**src/rtl/fft_pair_buffer.sv**
```systemverilog
// Radix-2 pairing stage: buffers the first half of each 2*DEPTH frame and emits (x[k], x[k+DEPTH]) pairs.
// Optional macro FFT_PAIR_BUF_SCALE_EN adds a (x+1)>>>1 rounding halver at the output register.
module fft_pair_buffer #(
    parameter int DATA_WIDTH = 16,
    parameter int DEPTH      = 4
) (
    input  logic                          clk,
    input  logic                          rst_n,
    input  logic                          en,
    input  logic                          in_valid,
    input  logic                          in_sof,
    input  logic [DATA_WIDTH-1:0]         real_in,
    input  logic [DATA_WIDTH-1:0]         imag_in,
    output logic                          out_valid,
    output logic [DATA_WIDTH-1:0]         real_out0,
    output logic [DATA_WIDTH-1:0]         imag_out0,
    output logic [DATA_WIDTH-1:0]         real_out1,
    output logic [DATA_WIDTH-1:0]         imag_out1,
    output logic [$clog2(DEPTH)-1:0]      out_idx,
    output logic                          frame_err
);

    localparam int IDX_W = $clog2(DEPTH);
    localparam logic [IDX_W-1:0] LAST = IDX_W'(DEPTH - 1);

    typedef enum logic {
        FILL = 1'b0,
        PAIR = 1'b1
    } state_t;

    state_t                  state;
    logic [IDX_W-1:0]        cnt;
    logic [DATA_WIDTH-1:0]   mem_re [DEPTH];
    logic [DATA_WIDTH-1:0]   mem_im [DEPTH];

    logic accept;
    logic sof_take;
    logic fill_take;
    logic pair_take;

    assign accept    = in_valid && en;
    assign sof_take  = accept && in_sof;
    assign fill_take = accept && !in_sof && (state == FILL);
    assign pair_take = accept && !in_sof && (state == PAIR);

    // Extra sign bit keeps +1 from overflowing at the positive full-scale value.
    function automatic logic [DATA_WIDTH-1:0] scale(input logic [DATA_WIDTH-1:0] x);
`ifdef FFT_PAIR_BUF_SCALE_EN
        return DATA_WIDTH'(({x[DATA_WIDTH-1], x} + (DATA_WIDTH+1)'(1)) >> 1);
`else
        return x;
`endif
    endfunction

    // First-half storage carries no reset; contents are refilled before any read.
    always_ff @(posedge clk) begin
        if (sof_take) begin
            mem_re[0] <= real_in;
            mem_im[0] <= imag_in;
        end else if (fill_take) begin
            mem_re[cnt] <= real_in;
            mem_im[cnt] <= imag_in;
        end
    end

    always_ff @(posedge clk or negedge rst_n) begin
        if (!rst_n) begin
            state     <= FILL;
            cnt       <= '0;
            out_valid <= 1'b0;
            real_out0 <= '0;
            imag_out0 <= '0;
            real_out1 <= '0;
            imag_out1 <= '0;
            out_idx   <= '0;
            frame_err <= 1'b0;
        end else if (en) begin
            out_valid <= 1'b0;
            frame_err <= 1'b0;
            if (sof_take) begin
                frame_err <= (state != FILL) || (cnt != '0);
                state     <= FILL;
                cnt       <= IDX_W'(1);
            end else if (fill_take) begin
                cnt <= cnt + IDX_W'(1);
                if (cnt == LAST)
                    state <= PAIR;
            end else if (pair_take) begin
                real_out0 <= scale(mem_re[cnt]);
                imag_out0 <= scale(mem_im[cnt]);
                real_out1 <= scale(real_in);
                imag_out1 <= scale(imag_in);
                out_idx   <= cnt;
                out_valid <= 1'b1;
                cnt       <= cnt + IDX_W'(1);
                if (cnt == LAST)
                    state <= FILL;
            end
        end
    end

endmodule

```
**config.mk**
```make
export PLATFORM = sky130hd
export DESIGN_NAME = fft_pair_buffer
export DESIGN_NICKNAME = d
export VERILOG_FILES = /design/src/rtl/fft_pair_buffer.sv
export SDC_FILE = /design/constraint.sdc
export NUM_CORES = 1
export LEC_CHECK = 0
export ABC_AREA = 1
export CAP_MARGIN = 20
export CORE_ASPECT_RATIO = 0.7
export CORE_MARGIN = 2
export CORE_UTILIZATION = 45
export DETAILED_ROUTE_END_ITERATION = 10
export GPL_TIMING_DRIVEN = 0
export PLACE_DENSITY_LB_ADDON = 0.12
export SYNTH_ARGS = -nofsm -noshare
export SYNTH_HDL_FRONTEND = slang
export SYNTH_SLANG_ARGS = --single-unit
```
**constraint.sdc**
```tcl
create_clock -name clk -period 3.8 [get_ports clk]
set_input_delay 0.38 -clock clk [delete_from_list [all_inputs] [get_ports clk]]
set_output_delay 0.38 -clock clk [all_outputs]
set_load 0.005 [all_outputs]
```
==> results.ini, run 1 <==
[critical_path]
worst_setup_path_start_kind = flip-flop
critical-path-slowest-cell = nor2_4
rrSetupSlack_ns = 1.42
worst-path-buf-inv = 3
critPathTopFamily = buffers and inverters
critPathMaxStageDelay_ns = 0.53
cp.arrival_ns = 2.52
crit_start = cnt[1]$_DFFE_PN0P_
worstSetupEndpointType = flip-flop
critical_path_required_ns = 3.94
worstPathMaxFanout = 17
reg2reg_from = cnt[1]$_DFFE_PN0P_
crit_chain = buf_2 > clkbuf_1 > nand3_1 > nor2_4 > buf_16
critPathKind = reg2reg

[die]
initial_core_util_pct = 45.6
core_um2 = 17900
floorplan.rows = 41
die_height_um = 117
dieArea_um2 = 19200
pin_count = 105
fp.dieW_um = 165

[power]
p_total_uw = 6360
power_density_nw_per_um2 = 625
peakVddDrop_mv = 0.308
power.leakage_uw = 0.00477

[timing]
rsz0062_at_grt = no
max_freq_ghz = 0.420
hold_violations = 0
post-route-min-period_ns = 2.38
fin_skew_ns = 0.00735
period_share_pct = 62.7
worst_slew_margin_rel_pct = 37.9
setup_viol = 0
worst_slew_pin_slew_ns = 0.929
slew_violations = 0
tns_ns = 0

[cts]
cts_resized = 0
clockBufferDepth = 2
cts_tree = built
numCtsBuffers = 17
clkLatencyLatePin_ns = 0.43
cts.sinks = 199
cts_htree_levels = 4
cts_root_buffer = clkbuf_16
clk_pin_slew_ns = 0.07

[yosys]
synth-edff-count = 128
ys_ff_latch = 199
yosys-top-cells-area = edfxtp_1, dfrtp_1, nand2_1
syn_nets = 855
yosysWarnings = 0
synth_most_common_cell = nand2_1
netlist_area_um2 = 8140
ys_seq_area_share_pct = 69.1
yosys.cell_types.count = 21
yosysTopAreaCell = edfxtp_1
netlist.area_leader.share_pct = 47.2
netlist_top_cells_count = nand2_1, inv_1, edfxtp_1, dfrtp_1, nand3_1
synth_cells = 816
ys.flop_type = edfxtp_1
syn_avg_cell_area_um2 = 9.97
ys_async_sr_fraction_pct = 35.7

[final_layout]
drive_gt1_share_pct = 7.63
fillers = 1571
postLayoutCoreUtil_pct = 57.0
nNetsFinal = 983
syn_to_final_growth_pct = 25.1
final_cells = 1193
diodes = 0

[detailed_routing]
dr.first_iter.drc_count = 359
routedWlPerCell_um = 15.1
drc = 0
viasPerCell = 4.63
totalWireLength_um = 18000
ant_nets = 0
drtPass1Iterations = 5
vias = 5525

[min_path]
hold_path_class = in2async

[placed_design]
place_congestion = 0.708
numPortBuffers = 104
dp.cells = 1160
hpwl_um = 11500

[grt]
grt_pass1_vias = 5103
grt_pass1_wl_um = 28200
grt_start_max_net_pins = 38
grt_usage_pct = 20.0
grt-ovfl-total = 0
antenna_found_initial = 0

[status]
status = finished, final reports clean

[run]
maxCapViolCount = 0

-- registers in the layout, indices dropped and copies added, names as in the netlist --
name,cells
imag_out1,16
state,1
out_valid,1
cnt,2
frame_err,1
real_out0,16
out_idx,2
real_out1,16
mem_im,64
imag_out0,16
mem_re,64
-- worst register-to-register path: cells and delay by family (launching register included) --
kind                   cells  cell delay [ns]
and+or+nand+nor            2             0.78
buffers and inverters      3             0.95
DFF                        1             0.34
-- per-layer routing --
layer / track usage (%) / vias up / routed length, µm
met5: 0 / - / 0
met1: 29.9 / 2602 / 9000
met3: 4.87 / 14 / 997
li1: - / 2767 / -
met2: 29.7 / 142 / 7830
met4: 4.58 / 0 / 150
-- per-stage QoR --
step | area, µm² | setup slack, ns | hold slack, ns
floorplan | 8140 | 1.12 | 0.0844
global placement | 9470 | -0.560 | 0.464
detailed placement | 9590 | 1.27 | 0.381
CTS | 10200 | 1.35 | 0.448
global route | 10200 | 1.24 | 0.483
finish | 10200 | 1.42 | 0.445
-- cells by family after synthesis --
logic type      synth area share [%]
flops                           69.1
simple gates                    21.2
buf+inv                         8.83
compound gates                 0.554
fa+ha+maj                      0.308
-- cell usage in the layout (no fill, tap or decap) --
cell,Yosys,final
bufinv_16,0,2
buf_12,0,2
inv_2,1,2
nor2_1,4,1
buf_16,0,2
buf_2,17,17
a21oi_1,1,1
ha_1,2,2
clkinv_1,1,1
buf_4,8,9
buf_6,2,2
nand2_1,358,358
dfrtp_1,71,71
o21ai_0,8,8
clkbuf_2,1,1
clkinvlp_4,0,4
nor2_4,1,4
nand3_1,67,67
edfxtp_1,128,128
inv_8,0,1
clkbuf_16,0,17
nand2_4,1,1
inv_6,0,1
clkdlybuf4s50_1,0,103
clkbuf_1,7,8
nor3_1,1,1
dlygate4sd3_1,0,1
clkinv_2,1,4
nand2_2,1,1
inv_1,135,134
clkinv_4,0,3
-- where the power goes --
group	switching, µW	internal (µW)	total [µW]
logic	823	884	1710
clock network	803	975	1780
registers	184	2690	2880
-- final cells by class --
cell class                      count  area, µm²  area share, %
Multi-Input combinational cell    444       1820           17.9
Sequential cell                   199       5620           55.2
Timing Repair Buffer              109       1140           11.2
Inverter                          138        519           5.10
Clock buffer                       18        429           4.22
Buffer                             35        199           1.95
Tap cell                          236        295           2.90
Clock inverter                     14        151           1.49
-- path summary, 6_finish.rpt --
path                       cells past startpoint                        end
min in group clk                               2  imag_out1[13]$_DFFE_PN0P_
min reg2reg                                    2  imag_out1[13]$_DFFE_PN0P_
max                                            5    mem_re[2][11]$_DFFE_PP_
max in group asynchronous                      3  real_out0[15]$_DFFE_PN0P_
min                                            2   imag_out1[3]$_DFFE_PN0P_
max reg2reg                                    5    mem_re[2][11]$_DFFE_PP_
-- what timing repair did --
item                      in CTS  in global routing
hold endpoints to repair      36                  0
hold buffers                   1                  0
setup buffers                  0                  0
Note: power is estimated with default switching activity, not from simulation.
==> run 2: changes to the inputs <==
Clock period 3.8 ns to 2.1 ns, I/O delays scaled along.
==> run 2 against run 1 <==
Setup slack got worse by 1.3 ns; largest cell class unchanged; sequential share of layout area decreased by 0.33 points; core utilization increased by 0.34 points; highest routed layer unchanged; critical path depth increased by 1; global-route usage about the same; first-iteration DRC count increased by 6.7%.
==> results.ini, run 2 (same netlist as run 1, synthesis figures left out) <==
[status]
status = finished, final reports clean

[die]
initial_core_util_pct = 45.6
dieArea_um2 = 19200
core_um2 = 17900
floorplan.rows = 41
fp.dieW_um = 165
pin_count = 105
die_height_um = 117

[critical_path]
reg2regPathDepth = 6
worstPathMaxFanout = 26
worst_setup_path_start_kind = flip-flop
cp.arrival_ns = 2.08
critPathKind = reg2reg
worstSetupEndpointType = flip-flop
critical_path_required_ns = 2.22

[detailed_routing]
totalWireLength_um = 17900
drc = 0
viasPerCell = 4.53
drtPass1Iterations = 5
vias = 5437
ant_nets = 0
dr.first_iter.drc_count = 383
routedWlPerCell_um = 14.9

[run]
maxCapViolCount = 0

[grt]
antenna_found_initial = 0
grt_usage_pct = 20.0
grt-ovfl-total = 0
grt_pass1_wl_um = 28200
grt_start_max_net_pins = 40
grt_pass1_vias = 5183

[final_layout]
nNetsFinal = 990
reg_top3 = mem_im: 64 flops, mem_re: 64 flops
fillers = 1540
diodes = 0
final_cell_mix = nand2_1, inv_1, edfxtp_1, clkdlybuf4s50_1, dfrtp_1
layout_commonest_cell = nand2_1
syn_to_final_growth_pct = 25.8
postLayoutCoreUtil_pct = 57.4
final_cells = 1200
drive_gt1_share_pct = 7.88

[power]
switchingPower_uw = 3170
pwr-share-seq_pct = 45.4
power.leakage_uw = 0.00482
power.share.clock_pct = 27.5
sw_frac_of_total_pct = 27.7
peakVddDrop_mv = 0.652
p_int_uw = 8290
power_frac_comb_pct = 27.0
power_density_nw_per_um2 = 1120

[cts]
clk_pin_slew_ns = 0.06
numCtsBuffers = 17
cts.sinks = 199
cts_tree = built
clockBufferDepth = 2
cts_root_buffer = clkbuf_16
clkLatencyLatePin_ns = 0.43
cts_htree_levels = 4

[timing]
setup_viol = 0
period_share_pct = 93.0
hold_violations = 0
worst_slew_pin_slew_ns = 0.618
fin_skew_ns = 0.00883
post-route-min-period_ns = 1.95
slew_violations = 0
rsz0062_at_grt = no
max_freq_ghz = 0.512
worst_slew_margin_rel_pct = 58.8

[placed_design]
place_congestion = 0.773
hpwl_um = 11600
dp.cells = 1161
numPortBuffers = 104

[min_path]
hold_path_class = in2async

[run 2: changes by cell type in the layout (fill, tap and decap cells not counted), moves of 2 or more]
cell | before | now
clkbuf_1 | 8 | 10
clkinvlp_4 | 4 | 1
clkinv_4 | 3 | 0
clkinv_1 | 1 | 3
clkbuf_8 | 0 | 3
buf_12 | 2 | 5
buf_4 | 9 | 14
[run 2: power groups by stage]
stage	combinational [µW]	sequential, µW	clock (µW)
final	3100	5210	3150
after global routing	3500	5300	3370
after CTS	3160	5220	3210
after detailed placement	3130	5280	0
after global placement	3060	5290	0
after floorplan	1320	5320	0
[run 2: worst paths after layout]
| kind | from | endpoint | slack [ns] |
|---|---|---|---|
| worst min-delay path | rst_n | imag_out1[3]$_DFFE_PN0P_ | 0.27 |
| worst max register to register | cnt[0]$_DFFE_PN0P_ | mem_re[3][8]$_DFFE_PP_ | 0.15 |
| worst max-delay path | cnt[0]$_DFFE_PN0P_ | mem_re[3][8]$_DFFE_PP_ | 0.15 |
| worst min register to register | imag_out1[12]$_DFFE_PN0P_ | imag_out1[12]$_DFFE_PN0P_ | 0.48 |
| max in group asynchronous | rst_n | real_out1[3]$_DFFE_PN0P_ | 1.24 |
| min in group clk | imag_in[2] | imag_out1[2]$_DFFE_PN0P_ | 0.42 |
[run 2: final cells by class]
| cell class | count | area, µm² | share of cell area, % |
|---|---|---|---|
| buffer | 35 | 200 | 1.96 |
| clock buffer | 25 | 507 | 4.95 |
| clock inverter | 7 | 63.8 | 0.623 |
| inverter | 138 | 519 | 5.07 |
| multi-input combinational | 444 | 1820 | 17.8 |
| sequential | 199 | 5620 | 54.9 |
| tap | 236 | 295 | 2.88 |
| timing repair buffer | 116 | 1210 | 11.9 |
[run 2: through the flow]
step / power (µW) / hold WS (ns) / worst slack, ns / cell area [µm²] / TNS [ns]
6_report: 11500 / 0.268 / 0.147 / 10200 / 0
5_1_grt: 12200 / 0.321 / 0.0171 / 10200 / 0
4_1_cts: 11600 / 0.278 / 0.136 / 10200 / 0
3_5_place_dp: 8410 / 0.194 / -0.266 / 9600 / -12.06
3_3_place_gp: 8350 / 0.461 / -1.92 / 9480 / -265.17
2_1_floorplan: 6640 / -0.0856 / -0.0934 / 8140 / -8.63
[run 2: layer usage]
metal	track usage, %	routed length (µm)	up-vias
li1	-	-	2776
met1	29.0	8970	2526
met2	31.1	7870	125
met3	4.44	915	10
met4	4.52	150	0
met5	0	0	-
[run 2: what timing repair did]
action | in CTS | in global routing
setup buffers | 6 | 0
gates resized for setup | 1 | 0
endpoints found under the setup margin | 99 | 0
hold buffers | 1 | 0
endpoints found under the hold margin | 32 | 0
[run 2: critical path, stage by stage, from the launching register on]
cell      delay (ns)
dfrtp_1         0.35
clkbuf_2        0.15
buf_4           0.18
buf_2           0.30
nand3_1         0.24
nor2_4          0.20
buf_12          0.22
==> run 3: changes to the inputs <==
Settings changed: TNS_END_PERCENT set to 30.
==> run 3 against run 2 <==
Total power barely moved; critical endpoint is now mem_im[1][3]$_DFFE_PP_; combinational power is essentially flat; largest power group unchanged; cell count unchanged; core utilization about the same; global-route usage hardly changed; clock-buffer cell count unchanged; largest cell class unchanged; sequential power hardly changed; first-iteration DRC count shrank 4.4%; non-clock buffer count stayed put.
==> results.ini, run 3 (same netlist as run 1, synthesis figures left out) <==
[critical_path]
crit_cells = 6
reg2reg_from = cnt[0]$_DFFE_PN0P_
rrSetupSlack_ns = 0.26
crit_chain = clkbuf_2 > buf_4 > buf_4 > nand3_1 > nor2_4 > buf_12
critPathMaxStageDelay_ns = 0.35
cp_common_cell = buf_4
critPathKind = reg2reg
critical-path-slowest-cell = dfrtp_1
crit_path_end = mem_im[1][3]$_DFFE_PP_
reg2regPathDepth = 6
worst-path-buf-inv = 4
critical_path_required_ns = 2.23
worst_setup_path_start_kind = flip-flop
worstSetupEndpointType = flip-flop
critPathTopFamily = buffers and inverters
reg2reg_to = mem_im[1][3]$_DFFE_PP_
crit_start = cnt[0]$_DFFE_PN0P_
worstPathMaxFanout = 20
cp.arrival_ns = 1.97

[die]
initial_core_util_pct = 45.6
pin_count = 105
die_height_um = 117
core_um2 = 17900
floorplan.rows = 41
dieArea_um2 = 19200
fp.dieW_um = 165

[final_layout]
drive_gt1_share_pct = 7.99
nNetsFinal = 990
reg_top3 = mem_im: 64 flops, mem_re: 64 flops
layout_commonest_cell = nand2_1
diodes = 0
syn_to_final_growth_pct = 25.9
final_cell_mix = nand2_1, inv_1, edfxtp_1, clkdlybuf4s50_1, dfrtp_1
postLayoutCoreUtil_pct = 57.4

[detailed_routing]
ant_nets = 0
dr.first_iter.drc_count = 366
drtPass1Iterations = 4
drc = 0
routedWlPerCell_um = 14.9
totalWireLength_um = 17900
viasPerCell = 4.54
vias = 5443

[run]
maxCapViolCount = 0

[grt]
antenna_found_initial = 0
grt_pass1_vias = 5173
grt_start_max_net_pins = 40
grt-ovfl-total = 0
grt_pass1_wl_um = 28100
grt_usage_pct = 20.0

[power]
peakVddDrop_mv = 0.653
power.leakage_uw = 0.00482
p_total_uw = 11500
power_density_nw_per_um2 = 1120

[cts]
cts_htree_levels = 4
cts_tree = built
clockBufferDepth = 2
clkLatencyLatePin_ns = 0.43
cts_root_buffer = clkbuf_16
cts.sinks = 199
clk_pin_slew_ns = 0.06
numCtsBuffers = 17

[status]
status = finished, final reports clean

[timing]
fin_skew_ns = 0.00903
hold_ws_ns = 0.268
worst_slew_pin_slew_ns = 0.624
worst_slew_margin_rel_pct = 58.4
hold_violations = 0
setup_slack_ns = 0.256
max_freq_ghz = 0.542
period_share_pct = 87.8
tns_ns = 0
slew_violations = 0
rsz0062_at_grt = no
setup_viol = 0
post-route-min-period_ns = 1.84

[min_path]
hold_path_class = in2async

[placed_design]
place_worst_setup_slack_ns = -0.266
place_congestion = 0.773
numPortBuffers = 104
hpwl_um = 11600

## run 3: changes by cell type in the layout (fill, tap and decap cells not counted), sizes merged
cell / before / now
clkinv: 6 / 5
clkinvlp: 1 / 2
## run 3: worst min path at each step
| stage | startpoint | endpoint | slack (ns) | depth (start not counted) |
|---|---|---|---|---|
| 6_report | rst_n | imag_out1[3]$_DFFE_PN0P_ | 0.27 | 2 |
| 5_1_grt | rst_n | imag_out0[2]$_DFFE_PN0P_ | 0.32 | 2 |
| 4_1_cts | rst_n | imag_out1[3]$_DFFE_PN0P_ | 0.28 | 2 |
| 3_5_place_dp | rst_n | imag_out1[3]$_DFFE_PN0P_ | 0.19 | 1 |
| 3_3_place_gp | real_out1[3]$_DFFE_PN0P_ | real_out1[3]$_DFFE_PN0P_ | 0.46 | 2 |
| 2_1_floorplan | rst_n | cnt[0]$_DFFE_PN0P_ | -0.09 | 0 |
## run 3: cell type report
type                       instances  area (µm²)
fill                            1538        7610
sequential                       199        5620
multi-input combinational        444        1820
timing repair buffer             116        1210
inverter                         138         523
clock buffer                      25         507
tap                              236         295
buffer                            35         203
clock inverter                     7        63.8
## run 3: repair_timing
| item | in CTS | in global routing |
|---|---|---|
| pin swaps | 2 | 1 |
| setup endpoints to repair | 99 | 47 |
| hold endpoints to repair | 32 | 0 |
| hold buffers | 1 | 0 |
| buffers inserted | 3 | 3 |
| gates resized for setup | 2 | 1 |
## run 3: power breakdown
| part | total [µW] | switching, µW | leakage [µW] | internal (µW) |
|---|---|---|---|---|
| sequential | 5210 | 334 | 0.00207 | 4880 |
| combinational | 3110 | 1490 | 0.00247 | 1630 |
| clock | 3150 | 1360 | 0.000278 | 1800 |
## run 3: per-stage QoR
| step | cell area, µm² | cells |
|---|---|---|
| after floorplan | 8140 | 816 |
| after global routing | 10200 | 1200 |
| after global placement | 9480 | 1156 |
| after CTS | 10200 | 1197 |
| after detailed placement | 9600 | 1161 |
| final | 10200 | 1200 |
## run 3: per-layer routing
layer	GRT usage, %	up-vias	routed length (µm)
met2	30.9	117	7990
met1	29.2	2538	8970
met4	4.52	0	154
li1	-	2778	-
met5	0	-	0
met3	4.44	10	789
